File: src/rtl/mv_result_reader.sv
// Read-back unloader for the matrix-vector result vector. On the rising edge of
// done it snapshots clock_count and streams result words from data memory over valid/ready.
module mv_result_reader #(
  parameter int ADDR_W    = 10,
  parameter int DATA_W    = 32,
  parameter int BASE_ADDR = 2,
  parameter int MAX_ROWS  = 1022
) (
  input  logic              clk,
  input  logic              reset,
  input  logic              done,
  input  logic [31:0]       clock_count,
  input  logic [31:0]       rows,
  output logic              mem_rd_en,
  output logic [ADDR_W-1:0] mem_addr,
  input  logic [DATA_W-1:0] mem_rdata,
  output logic              out_valid,
  input  logic              out_ready,
  output logic [DATA_W-1:0] out_data,
  output logic [ADDR_W-1:0] out_index,
  output logic              out_last,
  output logic              busy,
  output logic              finished,
  output logic              clamp_err,
  output logic [31:0]       cycles_snap
);

  typedef enum logic [2:0] {S_IDLE, S_READ, S_WAIT, S_HOLD, S_FIN} state_t;

  localparam logic [ADDR_W-1:0] MAX_CNT = ADDR_W'(MAX_ROWS);
  localparam logic [ADDR_W-1:0] BASE    = ADDR_W'(BASE_ADDR);

  state_t              r_state, w_next;
  logic                r_done_q;
  logic [ADDR_W-1:0]   r_idx, r_count;
  logic                r_out_valid, r_out_last, r_clamp_err;
  logic [DATA_W-1:0]   r_out_data;
  logic [ADDR_W-1:0]   r_out_index;
  logic [31:0]         r_cycles_snap;

  logic                w_start, w_neg, w_big, w_accept;
  logic [ADDR_W-1:0]   w_cnt;

  assign w_start  = done & ~r_done_q;
  // rows is a signed count; bit 31 set means negative
  assign w_neg    = rows[31];
  assign w_big    = ~rows[31] & (rows > 32'(MAX_ROWS));
  assign w_cnt    = w_neg ? '0 : (w_big ? MAX_CNT : rows[ADDR_W-1:0]);
  assign w_accept = (r_state == S_HOLD) & r_out_valid & out_ready;

  always_ff @(posedge clk or posedge reset) begin
    if (reset) begin
      r_state  <= S_IDLE;
      r_done_q <= 1'b0;
    end else begin
      r_state  <= w_next;
      r_done_q <= done;
    end
  end

  always_comb begin
    w_next = r_state;
    case (r_state)
      S_IDLE: if (w_start) w_next = (w_cnt == '0) ? S_FIN : S_READ;
      S_READ: w_next = S_WAIT;
      S_WAIT: w_next = S_HOLD;
      S_HOLD: if (w_accept) w_next = r_out_last ? S_FIN : S_READ;
      S_FIN:  if (!done) w_next = S_IDLE;
      default: w_next = S_IDLE;
    endcase
  end

  always_ff @(posedge clk or posedge reset) begin
    if (reset) begin
      r_idx         <= '0;
      r_count       <= '0;
      r_out_valid   <= 1'b0;
      r_out_data    <= '0;
      r_out_index   <= '0;
      r_out_last    <= 1'b0;
      r_clamp_err   <= 1'b0;
      r_cycles_snap <= '0;
    end else begin
      case (r_state)
        S_IDLE: if (w_start) begin
          r_cycles_snap <= clock_count;
          r_idx         <= '0;
          r_count       <= w_cnt;
          r_clamp_err   <= w_neg | w_big;
        end
        S_WAIT: begin
          r_out_data  <= mem_rdata;
          r_out_index <= r_idx;
          r_out_last  <= (r_idx == r_count - 1'b1);
          r_out_valid <= 1'b1;
        end
        S_HOLD: if (w_accept) begin
          r_out_valid <= 1'b0;
          if (!r_out_last) r_idx <= r_idx + 1'b1;
        end
        default: ;
      endcase
    end
  end

  assign mem_rd_en   = (r_state == S_READ);
  assign mem_addr    = (r_state == S_READ) ? BASE + r_idx : '0;
  assign out_valid   = r_out_valid;
  assign out_data    = r_out_data;
  assign out_index   = r_out_index;
  assign out_last    = r_out_last;
  assign busy        = (r_state == S_READ) | (r_state == S_WAIT) | (r_state == S_HOLD);
  assign finished    = (r_state == S_FIN);
  assign clamp_err   = r_clamp_err;
  assign cycles_snap = r_cycles_snap;

endmodule

File: config.mk
export PLATFORM = sky130hd
export DESIGN_NAME = mv_result_reader
export DESIGN_NICKNAME = d
export VERILOG_FILES = /design/src/rtl/mv_result_reader.sv
export SDC_FILE = /design/constraint.sdc
export NUM_CORES = 1
export LEC_CHECK = 0
export CAP_MARGIN = 0
export CORE_ASPECT_RATIO = 1.75
export CORE_MARGIN = 2
export CORE_UTILIZATION = 43
export CTS_BUF_LIST = sky130_fd_sc_hd__clkbuf_16
export CTS_CLUSTER_SIZE = 8
export DETAILED_ROUTE_END_ITERATION = 10
export HOLD_SLACK_MARGIN = 0.12
export PLACE_DENSITY = 0.8
export SLEW_MARGIN = 10
export SYNTH_ARGS = -nofsm -noshare
export SYNTH_HDL_FRONTEND = slang
export SYNTH_SLANG_ARGS = --single-unit
File: constraint.sdc
create_clock -name clk -period 3.98 [get_ports clk]
set_input_delay 0.597 -clock clk [delete_from_list [all_inputs] [get_ports clk]]
set_output_delay 0.597 -clock clk [all_outputs]
set_load 0.01 [all_outputs]
# Word-level counts from Yosys, hierarchy flattened
# Cells that the tools add are included.
# W data, S select, Z words.
# word_totals
register_bits,101
in_bits,100
output_inout_bits,90
wordCells,55
# classes
addsub,3
magnitude_cmp,1
n_eq_ne,9
n_mux,15
n_bitwise,9
n_reduce_logical,8
# op_table
operator,count
$mux W10,6
$gt A32 B10 Y1 const B,1
$pmux W10 S2,1
$mux W3,5
$pmux W3 S5,1
$add A10 B1 Y10 const B,1
$add A2 B10 Y10 const A,1
$eq A10 B10 Y1,1
$logic_not A10 Y1,1
$sub A10 B1 Y10 const B,1
$ne A2 B2 Y1 const B,4
$eq A3 B2 Y1 const B,2
$and A1 B1 Y1,4
$reduce_and A2 Y1,2
$reduce_and A4 Y1,1
$reduce_bool A2 Y1,2
$eq A3 B1 Y1 const B,1
$eq A3 B3 Y1 const B,1
$logic_not A3 Y1,1
$or A1 B1 Y1,3
$reduce_and A3 Y1,1
$not A1 Y1,2
$pmux W1 S2,1
$mux W1,1

# Depth between registers and ports, before layout
# depth
word_depth,8
depth_mapped,8
depth_no_buf,7

# Worst setup path after synthesis
# No wires, ideal clock.
# synth_path
path_kind,register to output
from,register r_idx[5]
to,output port mem_addr[8]
t_arrival_ns,1.316
t_required_ns,3.383
path_slack_ns,2.067
stages_incl_launch_ff,7
n_path_buf,1
path_cell_list,dfrtp_1 clkbuf_1 and2_1 and3_1 and3_1 xnor2_1 nor2_1
# synth_between
elab_chain_len,2
# synth_lines
item,line_no,rtl
"start, declared",35,"logic [ADDR_W-1:0] r_idx, r_count;"
"start signal, assigned",99,if (!r_out_last) r_idx <= r_idx + 1'b1;
$add A2 B10 Y10,107,assign mem_addr = (r_state == S_READ) ? BASE + r_idx : '0;
$mux W10,107,
"end, declared",15,"output logic [ADDR_W-1:0] mem_addr,"
# No other way between the ends.

# Final worst setup path
# layout_path
from,register r_idx[2]
to,output port mem_addr[9]
# Same word-level chain as after synthesis.

==> flow_summary_export.csv <==
group,metric,value,unit
clock_network,cts_tree,"yes",
global_route,grt_pass1_vias,4038,
synth,synth_top_family_by_area,"simple AND/OR/NAND/NOR gates",
sta,slew_headroom,54.7,%
critical_path,worstPathArrival,2.33,ns
place,dp.cells,748,
cells_and_area,fin_util,65.1,%
sta,clock_skew,0.00967,ns
power,sw_frac_of_total,31.2,%
power,clock_power_share,22.1,%
synth,yosys-top-cells-area,"dfrtp_1, nand2_1, mux2_2",
cells_and_area,fillers,889,
sta,setup_viol,0,
sta,finalCritPeriodShare,73.6,%
synth,synth_compound_area_share,4.71,%
routing,drt-wirelength-per-cell,15.6,um
cells_and_area,areaGrowthSynthToFinish,49.7,%
sta,rsz0062_at_grt,"no",
floorplan,rows,50,
clock_network,cts_setup_buffers,0,
critical_path,cp_slowest_stage_delay,0.55,ns
floorplan,start_util,43.5,%
power,ir_drop,0.292,mV
place,post-dp-hpwl,9000,um
synth,async_reset_ff_share,100,%
synth,ys_seq_area_share,55.0,%
synth,syn-instance-count,452,
synth,synth-seq-cells,101,
global_route,grt_antenna_before_repair,0,
power,p_comb_share,36.9,%
place,gp_congestion,0.835,
sta,fmax,342,MHz
flow_run,maxCapViolCount,0,
routing,dr.pass1.iters,4,
synth,syn_area,4590,sq um
global_route,gr-total-overflow,0,
sta,whs,0.480,ns
synth,ys_warn_count,0,
floorplan,die_x,82.1,um
critical_path,critPathRequiredTime,3.38,ns
routing,via_per_inst,5.12,
critical_path,critPathLaunchType,"flop",
floorplan,core-area,10600,sq um
clock_network,ctsHoldBuffers,0,
sta,drv_slew,0,
floorplan,fp.dieArea,11600,sq um
sta,finalSetupTns,0,ns
cells_and_area,design_area,6880,sq um
clock_network,cts_max_level,3,
run_status,outcome,"finished, final reports clean",
clock_network,cts_num_sinks,101,
floorplan,io_pins,190,
global_route,grt_pass1_wl,19200,um
critical_path,r2r_slack,1.79,ns
synth,syn_area_per_cell,10.2,sq um
global_route,grt_use_total,21.4,%
cells_and_area,multi_input_area,1910,sq um
synth,synth_commonest_cells,"nand2_1, dfrtp_1, mux2_2, nor2_1",
synth,synth_fa_ha_area_share,0.817,%
routing,drtIter0Drc,174,
clock_network,post_cts_resized,0,
critical_path,worstPathCellList,"ha_1, nand3_1, nor3_1, xnor2_1, nor2_1, clkdlybuf4s50_1",
critical_path,cp_slowest_cell,"clkdlybuf4s50_1",
place,dpl_cell_area,6590,sq um
cells_and_area,drive_gt1_share,10.7,%
synth,syn_nets,555,
cells_and_area,nNetsFinal,732,
routing,ant_nets,0,
synth,yosysMostFrequentCell,"nand2_1",
routing,drc,0,
cells_and_area,antenna_cells,0,
critical_path,worstPathMaxFanout,8,
routing,wl,11900,um
sta,final-hold-violation-count,0,
sta,fin_crit,2.93,ns
global_route,grt_max_degree,102,
clock_network,numCtsBuffers,9,
sta,layout_setup_ws,1.05,ns
clock_network,clk_pin_slew,0.07,ns
power,seqPwrFrac,41.0,%
synth,synthSimpleGateAreaFrac,19.8,%
place,pre_cts_ws,1.25,ns
clock_network,clock-root-buffer,"clkbuf_16",
cells_and_area,post_layout_nonfiller_instances,764,
synth,muxShareOfSynthArea,10.3,%
critical_path,criticalPathCategory,"flop to primary output",
power,powerDensity,559,nW/um^2
synth,synth_ff_type,"dfrtp_1",
synth,yosysTopAreaCellShare,55.0,%
power,finalPower,3.84,mW
critical_path,endpoint_kind,"primary output",
synth,synth_edf_count,0,
min_path,hold_path_class,"flop to flop",
synth,yosysTopAreaCell,"dfrtp_1",
clock_network,clkLatencyLatePin,0.35,ns
sta,tightest_slew,0.679,ns
floorplan,dieHeight,141,um
routing,vias,3909,
power,power.switching,1.20,mW
synth,yosys.cell_types.count,42,
clock_network,cts_buffer_depth,2,
place,port_buffers,189,
synth,synth_xor_area_share,5.83,%
cells_and_area,seq_area,2530,sq um
power,p_leak,3.06,nW
power,p_int,2.65,mW
[cells in the final DEF, fill, tap and decap left out, drive strengths merged, types with 3 or more instances in the layout]
cell type,synthesis,layout
and2,4,4
and3,8,8
nand3,9,9
or3,4,4
clkdlybuf4s50,0,189
dfrtp,101,101
ha,3,3
nor2,31,31
clkinv,0,3
mux2,42,42
buf,14,4
nand2,127,127
nor4,10,10
nand4,5,5
clkbuf,13,9
o211ai,5,5
o21ai,8,8
inv,12,15
nor3,3,3
xnor2,14,14
xor2,14,14
[power by group through the flow]
stage	registers (mW)	logic, mW	clock network [mW]
floorplan	1.66	0.553	0
detailed placement	1.60	1.44	0
global placement	1.57	1.40	0
CTS	1.58	1.44	0.869
global route	1.62	1.53	0.914
finish	1.57	1.42	0.850
[logic make-up (layout without fill, tap and decap cells)]
kind of cell / after synthesis / after routing
and+or+nand+nor: 209 / 209
DFF: 101 / 101
muxes: 42 / 42
buffers and inverters: 39 / 221
AOI/OAI and AO/OA: 29 / 29
xor gates and xnor gates: 29 / 29
adders and majority gates: 3 / 3
[registers in the layout, summed over array words and instances, names as in the netlist, 3 cells and up]
register,flops
r_count,10
out_index,10
cycles_snap,32
out_data,32
r_state,3
r_idx,10
[worst paths after layout]
check                                      startpoint                    endpoint  depth (start not counted)
max in group asynchronous                       reset     out_data[7]$_DFFE_PP0P_                          3
min in group asynchronous                       reset    out_data[27]$_DFFE_PP0P_                          3
hold reg to reg            cycles_snap[5]$_DFFE_PP0P_  cycles_snap[5]$_DFFE_PP0P_                          2
setup reg to reg               r_state[2]$_DFFE_PP0P_     out_data[1]$_DFFE_PP0P_                          4
hold / removal             cycles_snap[5]$_DFFE_PP0P_  cycles_snap[5]$_DFFE_PP0P_                          2
setup / recovery                 r_idx[2]$_DFFE_PP0P_                 mem_addr[9]                          6
[routing by layer]
metal,track usage (%),vias up,wire [um]
li1,-,1857,-
met1,23.1,1903,4270
met2,38.6,126,6690
met3,4.29,23,577
met4,10.4,0,383
met5,0,-,0
[layout make-up]
class | count | share of cell area (%)
clock buffers | 9 | 3.27
clock inverters | 7 | 0.982
inverters | 12 | 0.691
multi-input cells | 312 | 27.8
flip-flops and latches | 101 | 36.7
well taps | 130 | 2.36
repair buffers | 193 | 28.1
[critical path: cells and delay by family, from the launching register on]
family | cells | cell delay [ns]
buffers and inverters | 1 | 0.55
xor gates and xnor gates | 1 | 0.10
adders and majority gates | 1 | 0.28
and+or+nand+nor | 3 | 0.54
DFF | 1 | 0.50
Note: power is estimated with default switching activity, not from simulation.
